File: src/rtl/project_types.sv
// project_types -- shared types and constants for the pipeline control block.
//   stall_t       : 6-bit per-stage hold vector
//                   (bit0 PC, bit1 IF/ID, bit2 ID/EX, bit3 EX/MEM, bit4 MEM/WB, bit5 WB)
//   ctrl_state_t  : RUN / STALL / FLUSH controller states
//   EXC_NONE      : exception code meaning "no exception"
//   EXC_ERET      : exception code for eret (return to CP0 EPC)
//   STALL_*       : hold vector for a request raised by the named stage
//   stall_encode  : priority encoder, the latest stage in the pipe wins
package project_types;

   typedef logic [5:0] stall_t;

   typedef enum logic [1:0] {
      ST_RUN   = 2'd0,
      ST_STALL = 2'd1,
      ST_FLUSH = 2'd2
   } ctrl_state_t;

   localparam logic [31:0] EXC_NONE = 32'h0000_0000;
   localparam logic [31:0] EXC_ERET = 32'h0000_000e;

   // A stage that stalls must also hold every stage in front of it.
   localparam stall_t STALL_NONE = 6'b000000;
   localparam stall_t STALL_IF   = 6'b000011;
   localparam stall_t STALL_ID   = 6'b000111;
   localparam stall_t STALL_EX   = 6'b001111;
   localparam stall_t STALL_MEM  = 6'b011111;

   function automatic stall_t stall_encode(input logic req_if, input logic req_id,
                                           input logic req_ex, input logic req_mem);
      stall_t s;
      if (req_mem)     s = STALL_MEM;
      else if (req_ex) s = STALL_EX;
      else if (req_id) s = STALL_ID;
      else if (req_if) s = STALL_IF;
      else             s = STALL_NONE;
      return s;
   endfunction

endpackage

File: src/rtl/pipeline_ctrl.sv
// pipeline_ctrl -- pipeline hazard / exception controller with stall watchdog.
//   Parameters : WDT_LIMIT   consecutive stalled cycles before the watchdog fires
//                EXC_HANDLER exception vector address
//   Inputs     : clk, rst (synchronous, active-high)
//                stallreq_if/id/ex/mem  per-stage stall requests
//                excepttype_i           exception code from MEM (0 = none, 0xe = eret)
//                cp0_epc_i              current CP0 EPC
//   Outputs    : stall[5:0]    per-stage hold vector (combinational)
//                flush         clear all pipeline registers (combinational)
//                new_pc        redirect target while flush=1, else 0
//                stall_cycles  saturating count of cycles with stall!=0
//                wdt_timeout   sticky watchdog flag, cleared by rst or flush
//                state_dbg     current controller state (ctrl_state_t encoding)
// Handshake: none; stall/flush are level signals valid in the same cycle as the
// inputs that produce them. The flush cycle is always followed by one quiet
// FLUSH cycle in which every input is ignored.
module pipeline_ctrl
   import project_types::*;
#(
   parameter int          WDT_LIMIT   = 1024,
   parameter logic [31:0] EXC_HANDLER = 32'h0000_0020
) (
   input  logic        clk,
   input  logic        rst,
   input  logic        stallreq_if,
   input  logic        stallreq_id,
   input  logic        stallreq_ex,
   input  logic        stallreq_mem,
   input  logic [31:0] excepttype_i,
   input  logic [31:0] cp0_epc_i,
   output logic [5:0]  stall,
   output logic        flush,
   output logic [31:0] new_pc,
   output logic [31:0] stall_cycles,
   output logic        wdt_timeout,
   output logic [1:0]  state_dbg
);

   localparam int               WDT_W   = $clog2(WDT_LIMIT + 1);
   localparam logic [WDT_W-1:0] WDT_MAX = WDT_W'(WDT_LIMIT);
   localparam logic [WDT_W-1:0] WDT_ONE = WDT_W'(1);

   ctrl_state_t       state_q, state_d;
   logic [WDT_W-1:0]  wdt_cnt_q, wdt_cnt_d;
   logic              wdt_timeout_q, wdt_timeout_d;
   logic [31:0]       stall_cycles_q, stall_cycles_d;

   always_comb begin
      state_d = state_q;
      stall   = STALL_NONE;
      flush   = 1'b0;
      new_pc  = 32'h0;
      // Reset masks the combinational outputs too, so no flush or stall
      // escapes during the reset cycle.
      if (!rst) begin
         case (state_q)
            ST_RUN, ST_STALL: begin
               if (excepttype_i != EXC_NONE) begin
                  flush   = 1'b1;
                  new_pc  = (excepttype_i == EXC_ERET) ? cp0_epc_i : EXC_HANDLER;
                  state_d = ST_FLUSH;
               end else begin
                  stall   = stall_encode(stallreq_if, stallreq_id, stallreq_ex, stallreq_mem);
                  state_d = (stall != STALL_NONE) ? ST_STALL : ST_RUN;
               end
            end
            ST_FLUSH: state_d = ST_RUN;
            default:  state_d = ST_RUN;
         endcase
      end

      // Watchdog counts consecutive stalled cycles and parks at the limit.
      if (stall != STALL_NONE)
         wdt_cnt_d = (wdt_cnt_q == WDT_MAX) ? WDT_MAX : wdt_cnt_q + WDT_ONE;
      else
         wdt_cnt_d = '0;

      // A flush always forces stall=0, so an exception coinciding with the
      // limit keeps the flag low.
      if (flush)
         wdt_timeout_d = 1'b0;
      else
         wdt_timeout_d = wdt_timeout_q | (wdt_cnt_d == WDT_MAX);

      if (stall != STALL_NONE && stall_cycles_q != 32'hFFFF_FFFF)
         stall_cycles_d = stall_cycles_q + 32'd1;
      else
         stall_cycles_d = stall_cycles_q;
   end

   always_ff @(posedge clk) begin
      if (rst) begin
         state_q        <= ST_RUN;
         wdt_cnt_q      <= '0;
         wdt_timeout_q  <= 1'b0;
         stall_cycles_q <= 32'h0;
      end else begin
         state_q        <= state_d;
         wdt_cnt_q      <= wdt_cnt_d;
         wdt_timeout_q  <= wdt_timeout_d;
         stall_cycles_q <= stall_cycles_d;
      end
   end

   assign stall_cycles = stall_cycles_q;
   assign wdt_timeout  = wdt_timeout_q;
   assign state_dbg    = state_q;

endmodule

File: config.mk
export PLATFORM = sky130hd
export DESIGN_NAME = pipeline_ctrl
export DESIGN_NICKNAME = d
export VERILOG_FILES = /design/src/rtl/project_types.sv /design/src/rtl/pipeline_ctrl.sv
export SDC_FILE = /design/constraint.sdc
export NUM_CORES = 1
export LEC_CHECK = 0
export BUFFER_PORTS_ARGS = -buffer_cell sky130_fd_sc_hd__buf_4
export CORE_UTILIZATION = 32
export DETAILED_ROUTE_END_ITERATION = 7
export SYNTH_ARGS = -nofsm -noshare
export SYNTH_HDL_FRONTEND = slang
export SYNTH_SLANG_ARGS = --single-unit
export TNS_END_PERCENT = 100
File: constraint.sdc
create_clock -name clk -period 2.9 [get_ports clk]
set_input_delay 0.145 -clock clk [delete_from_list [all_inputs] [get_ports clk]]
set_output_delay 0.145 -clock clk [all_outputs]
set_load 0.1 [all_outputs]
# [Word level (Yosys, flattened, before mapping)]
# Index checks and enable logic that the tools add are counted.
# W data, S select, Z words.
[totals] memories=0 rom_bits=0 wordCells=44 ff_bits=46 latch_bits=0 ram_bits=0 output_inout_bits=74 input_bits=70
[classes] n_div=0 reduce_logical=9 mul=0 shifts=0 add_sub_neg=2 n_bitwise=2 n_lt_le_gt_ge=0 n_eq_ne=5 mux=21
[ops] cell="$mux W32" count=4
[ops] cell="$mux W6" count=6
[ops] cell="$add A32 B1 Y32 const B" count=1
[ops] cell="$eq A32 B4 Y1 const B" count=1
[ops] cell="$ne A32 B32 Y1 const B" count=1
[ops] cell="$reduce_bool A32 Y1" count=1
[ops] cell="$eq A11 B11 Y1 const B" count=2
[ops] cell="$mux W11" count=2
[ops] cell="$reduce_bool A6 Y1" count=2
[ops] cell="$add A11 B1 Y11 const B" count=1
[ops] cell="$reduce_or A2 Y1" count=3
[ops] cell="$mux W5" count=1
[ops] cell="$mux W1" count=4
[ops] cell="$mux W2" count=2
[ops] cell="$mux W4" count=1
[ops] cell="$mux W3" count=1
[ops] cell="$reduce_or A3 Y1" count=1
[ops] cell="$eq A2 B1 Y1 const B" count=1
[ops] cell="$logic_not A2 Y1" count=1
[ops] cell="$logic_and A1 B1 Y1" count=1
[ops] cell="$not A1 Y1" count=1
[ops] cell="$or A1 B1 Y1" count=1

# [Depth between registers and ports, before layout]
[logic_depth] ltp_word=14 depth_mapped=8 mapped_depth_nobuf=7

# [Worst setup path after synthesis]
# No wires, ideal clock.
[synth_timing] path_type="flip-flop to output port" from="register state_q[1] (netlist: state_dbg[1])" to="output port stall[2]" arrival_ns=3.239 path_slack_ns=-0.484 path_buffers=1 stages_incl_launch_ff=4 path_cell_list="dfxtp_1 > or2_1 > buf_2 > nor3_1"
[synth_via] elab_chain_len=4 word_cells_on_any_way=5 classes_between="1 x eq/ne; 2 x mux; 2 x reduce/logical"
[synth_lines] item="from (decl)" line="pipeline_ctrl.sv:43" source="ctrl_state_t state_q, state_d;"
[synth_lines] item="from (signal assigned)" line="pipeline_ctrl.sv:98" source="state_q <= state_d;"
[synth_lines] item="$eq A2 B1 Y1 or $logic_not A2 Y1 (tied branches)" line="pipeline_ctrl.sv:56" source="case (state_q)"
[synth_lines] item="$reduce_or A2 Y1 *" line="pipeline_ctrl.sv:56"
[synth_lines] item="$mux W6 *" line="pipeline_ctrl.sv:56"
[synth_lines] item="$mux W6 *" line="pipeline_ctrl.sv:55" source="if (!rst) begin"
[synth_lines] item="to (decl)" line="pipeline_ctrl.sv:31" source="output logic [5:0] stall,"
# Every way passes the cells marked *; elsewhere a longest branch is shown, timed or not.

# [Worst setup path after layout]
[layout_timing] from="register stall_cycles_q[2] (netlist: stall_cycles[2])" to="register stall_cycles_q[27] (netlist: stall_cycles[27])"
[layout_via] elab_chain_len=2 word_cells_on_any_way=3 classes_between="1 x add/sub; 1 x eq/ne; 1 x reduce/logical"
[layout_lines] item="from (decl)" line="pipeline_ctrl.sv:46" source="logic [31:0] stall_cycles_q, stall_cycles_d;"
[layout_lines] item="from (signal assigned)" line="pipeline_ctrl.sv:101" source="stall_cycles_q <= stall_cycles_d;"
[layout_lines] item="branches (longest 2 deep; another with $add A32 B1 Y32)"
# Parallel ways; which one is timed is not known.
# A chain may end at the register's enable or synchronous reset.

==> metrics.md <==
| Metric | Value |
|---|---|
| Slowest stage delay, CP | `600 ps` |
| Count of pins over their slew limit | `0` |
| Asr flop ratio synth | `0%` |
| Largest net degree at the start of global routing | `40` |
| Antenna diodes | `0` |
| Clock root cell | `clkbuf_8` |
| Leading cell type in the layout, fill and taps excluded | `buf_4` |
| Worst-path fanout max | `17` |
| Slowest library cell on the worst path | `or4_1` |
| Max Clk Rate | `405 MHz` |
| Post-layout util | `47.3%` |
| DRC viols | `0` |
| Num rows | `34` |
| Worst Skew | `4.54 ps` |
| Syn nets | `424` |
| Mapped Area | `2850 sq um` |
| RR Endpoint | `stall_cycles[27]` |
| Post-CTS Setup Bufs | `0` |
| Yosys top cell by area | `dfxtp_1` |
| Period utilisation layout | `85.1%` |
| Synth area leaders | `dfxtp_1 32%, and2_1 7.2%, a21oi_1 5.3%, o31ai_1 5.3%, or4_1 4.7%` |
| Synthesis Warnings | `0` |
| Setup tns final | `0 ps` |
| Yosys top cell area share | `32.3%` |
| Antenna Violating Nets Remaining | `0` |
| Largest family of logic cells by synthesized area | `simple AND/OR/NAND/NOR gates` |
| CTS resizes | `0` |
| Clock transition at path regs | `90 ps` |
| Critical Path RT | `3140 ps` |
| TritonCTS clock tree | `done` |
| Synth Instances | `351` |
| I/O pins | `144` |
| Synth cell types | `49` |
| Most frequent cells in the layout | `147 x buf_4, 46 x dfxtp_1, 33 x and2_1` |
| Seq/Total Area, Yosys | `32.3%` |
| WL met1 | `4.14 mm` |
| Hold worst-path end | `state_dbg[1]` |
| Initial Util | `32.9%` |
| First-pass GRT wire length | `13.6 mm` |
| Finished Layout Cells | `594` |
| DR WL met3 | `275 um` |
| Status | `finished, final reports clean` |
| R2r worst-path depth | `5` |
| Max-cap violations | `0` |
| Startpoint types | `register` |
| Post-route minimum period | `2470 ps` |
| Max VDD drop | `0.204 mV` |
| Avg Cell Area, Syn | `8.12 sq um` |
| Critical path origin | `stall_cycles[2]` |
| Worst Path Arrival | `2700 ps` |
| Worst-margin pin slew | `585 ps` |
| Net count of the finished layout | `558` |
| Power Density | `305 nW/um^2` |
| Simple-gate share of the synthesized area | `40.6%` |
| Die area | `9290 sq um` |
| Via density | `5.22` |
| Compound-Gate Fraction of Synth Area | `14.4%` |
| GRT overflow | `0` |
| PortBufs | `142` |
| TritonCTS Buffers | `5` |
| Launching point of the worst reg2reg path | `stall_cycles[2]` |
| Hold/Removal Path Class | `in -> reg` |
| Crit Path Category | `reg -> reg` |
| Share of cells above drive strength 1 | `36.4%` |
| Clk sinks | `46` |
| Hold path start | `excepttype_i[2]` |
| Hold_ws | `179 ps` |
| FILL cells | `874` |
| Slew headroom | `60.6%` |
| CTS max path bufs | `2` |
| Synth Area in XOR/XNOR | `2.76%` |
| Met2 Wirelength | `4.12 mm` |
| Fraction of synthesized area in multiplexers | `2.72%` |
| Die height | `96.4 um` |
| # hold bufs at CTS | `0` |
| DIE WIDTH | `96.4 um` |
| Final setup fails | `0` |
| Total core area | `8680 sq um` |
| Reg2Reg Setup Slack | `430 ps` |
| Initial drt markers | `107` |
| Drt wl/cell | `14.4 um` |
| FF+latch count, synth | `46` |
| Number of enable flip-flop cells after synthesis | `0` |
| RSZ-0062 raised after global routing | `false` |
| Fin. Hold Viols | `0` |
| Wirelength, routed | `8.58 mm` |
| Adder-cell share of the synthesized area | `1.32%` |
| CTS HTree Levels | `2` |
| Gr usage total | `18.5%` |
| Synthesis-to-layout area growth | `43.9%` |
| Critical Path, Cell by Cell | `nand4_1, nor4_1, nand4_2, or4_1, a21oi_1` |
| Leak | `1.63 nW` |
| First-pass DRT Iterations | `4` |
| Cell total after placement | `586` |
| Max layer used | `met4` |
| Post-DP HPWL | `6.68 mm` |
| Worst-Skew Late Latency | `300 ps` |
| Hold Path Depth | `3` |
| Vias | `3099` |
| Antenna violations before repair | `0` |
| Vias in the first global route | `2722` |
| CP Capture Type | `register` |
| Synth Flop Type | `dfxtp_1` |
| Final Wtd Congestion | `0.826` |
cells by family (layout without fill, tap and decap cells):
family / after synthesis / in the layout
compound gates: 65 / 65
mux: 7 / 7
flops: 46 / 46
buf+inv: 34 / 169
xor+xnor: 9 / 9
simple gates: 186 / 186
other cells: 1 / 1
fa+ha+maj: 3 / 3
layout make-up:
cell class	count	area, sq um	area share, %
inverters	14	56.3	1.37
multi-input cells	271	1770	43.2
clock inverters	3	45.0	1.10
repair buffers	147	1100	26.9
clock buffers	5	68.8	1.68
well taps	108	135	3.29
flip-flops and latches	46	921	22.4
how the worst max path moves through the flow:
stage,endpoint
floorplan,stall[2]
CTS,stall_cycles[27]
global placement,stall_cycles[19]
detailed placement,stall_cycles[25]
finish,stall_cycles[27]
global route,stall_cycles[27]
Yosys cell counts, types with 2 or more instances:
| library cell | instances |
|---|---|
| and3_1 | 2 |
| nand3_1 | 14 |
| and2_1 | 33 |
| nor4_1 | 14 |
| buf_4 | 3 |
| or3_1 | 8 |
| and4_1 | 9 |
| clkbuf_1 | 8 |
| nor2b_1 | 3 |
| xor2_1 | 4 |
| nor2_1 | 29 |
| buf_2 | 7 |
| buf_6 | 2 |
| dfxtp_1 | 46 |
| nand4_1 | 13 |
| mux2_2 | 6 |
| a21oi_1 | 30 |
| or4_1 | 18 |
| xnor2_1 | 5 |
| inv_1 | 14 |
| o21ai_0 | 10 |
| nand2_1 | 17 |
| o31ai_1 | 20 |
| ha_1 | 3 |
| nor3_1 | 9 |
critical path: cells and delay by family, from the launching register on:
family | cells | cell delay, ps
AND/OR/NAND/NOR | 4 | 1830
flip-flops | 1 | 440
AO/OA/AOI/OAI | 1 | 140
where the power goes:
| part | leakage (nW) | total (mW) | internal, mW | switching (mW) |
|---|---|---|---|---|
| sequential | 0.371 | 0.633 | 0.632 | 0.000623 |
| clock | 0.0504 | 0.490 | 0.257 | 0.234 |
| combinational | 1.21 | 0.129 | 0.0684 | 0.0609 |
| total | 1.63 | 1.25 | 0.957 | 0.295 |
flip-flops by register name, summed over array words and instances (netlist names):
| register | flops |
|---|---|
| stall_cycles | 32 |
| wdt_timeout | 1 |
| state_dbg | 2 |
| wdt_cnt_q | 11 |
metrics by stage:
stage	total power [mW]	setup slack, ps	instance area [sq um]
global placement	0.776	437	3990
finish	1.25	432	4100
detailed placement	0.778	409	3990
floorplan	0.697	-484	2860
global route	1.30	197	4100
CTS	1.26	420	4100
per-layer routing:
| layer | track usage, % | up-vias |
|---|---|---|
| li1 | - | 1566 |
| met1 | 26.5 | 1476 |
| met2 | 29.7 | 53 |
| met3 | 3.29 | 4 |
| met4 | 2.82 | 0 |
| met5 | 0 | - |
(Power assumes the default switching activity.)
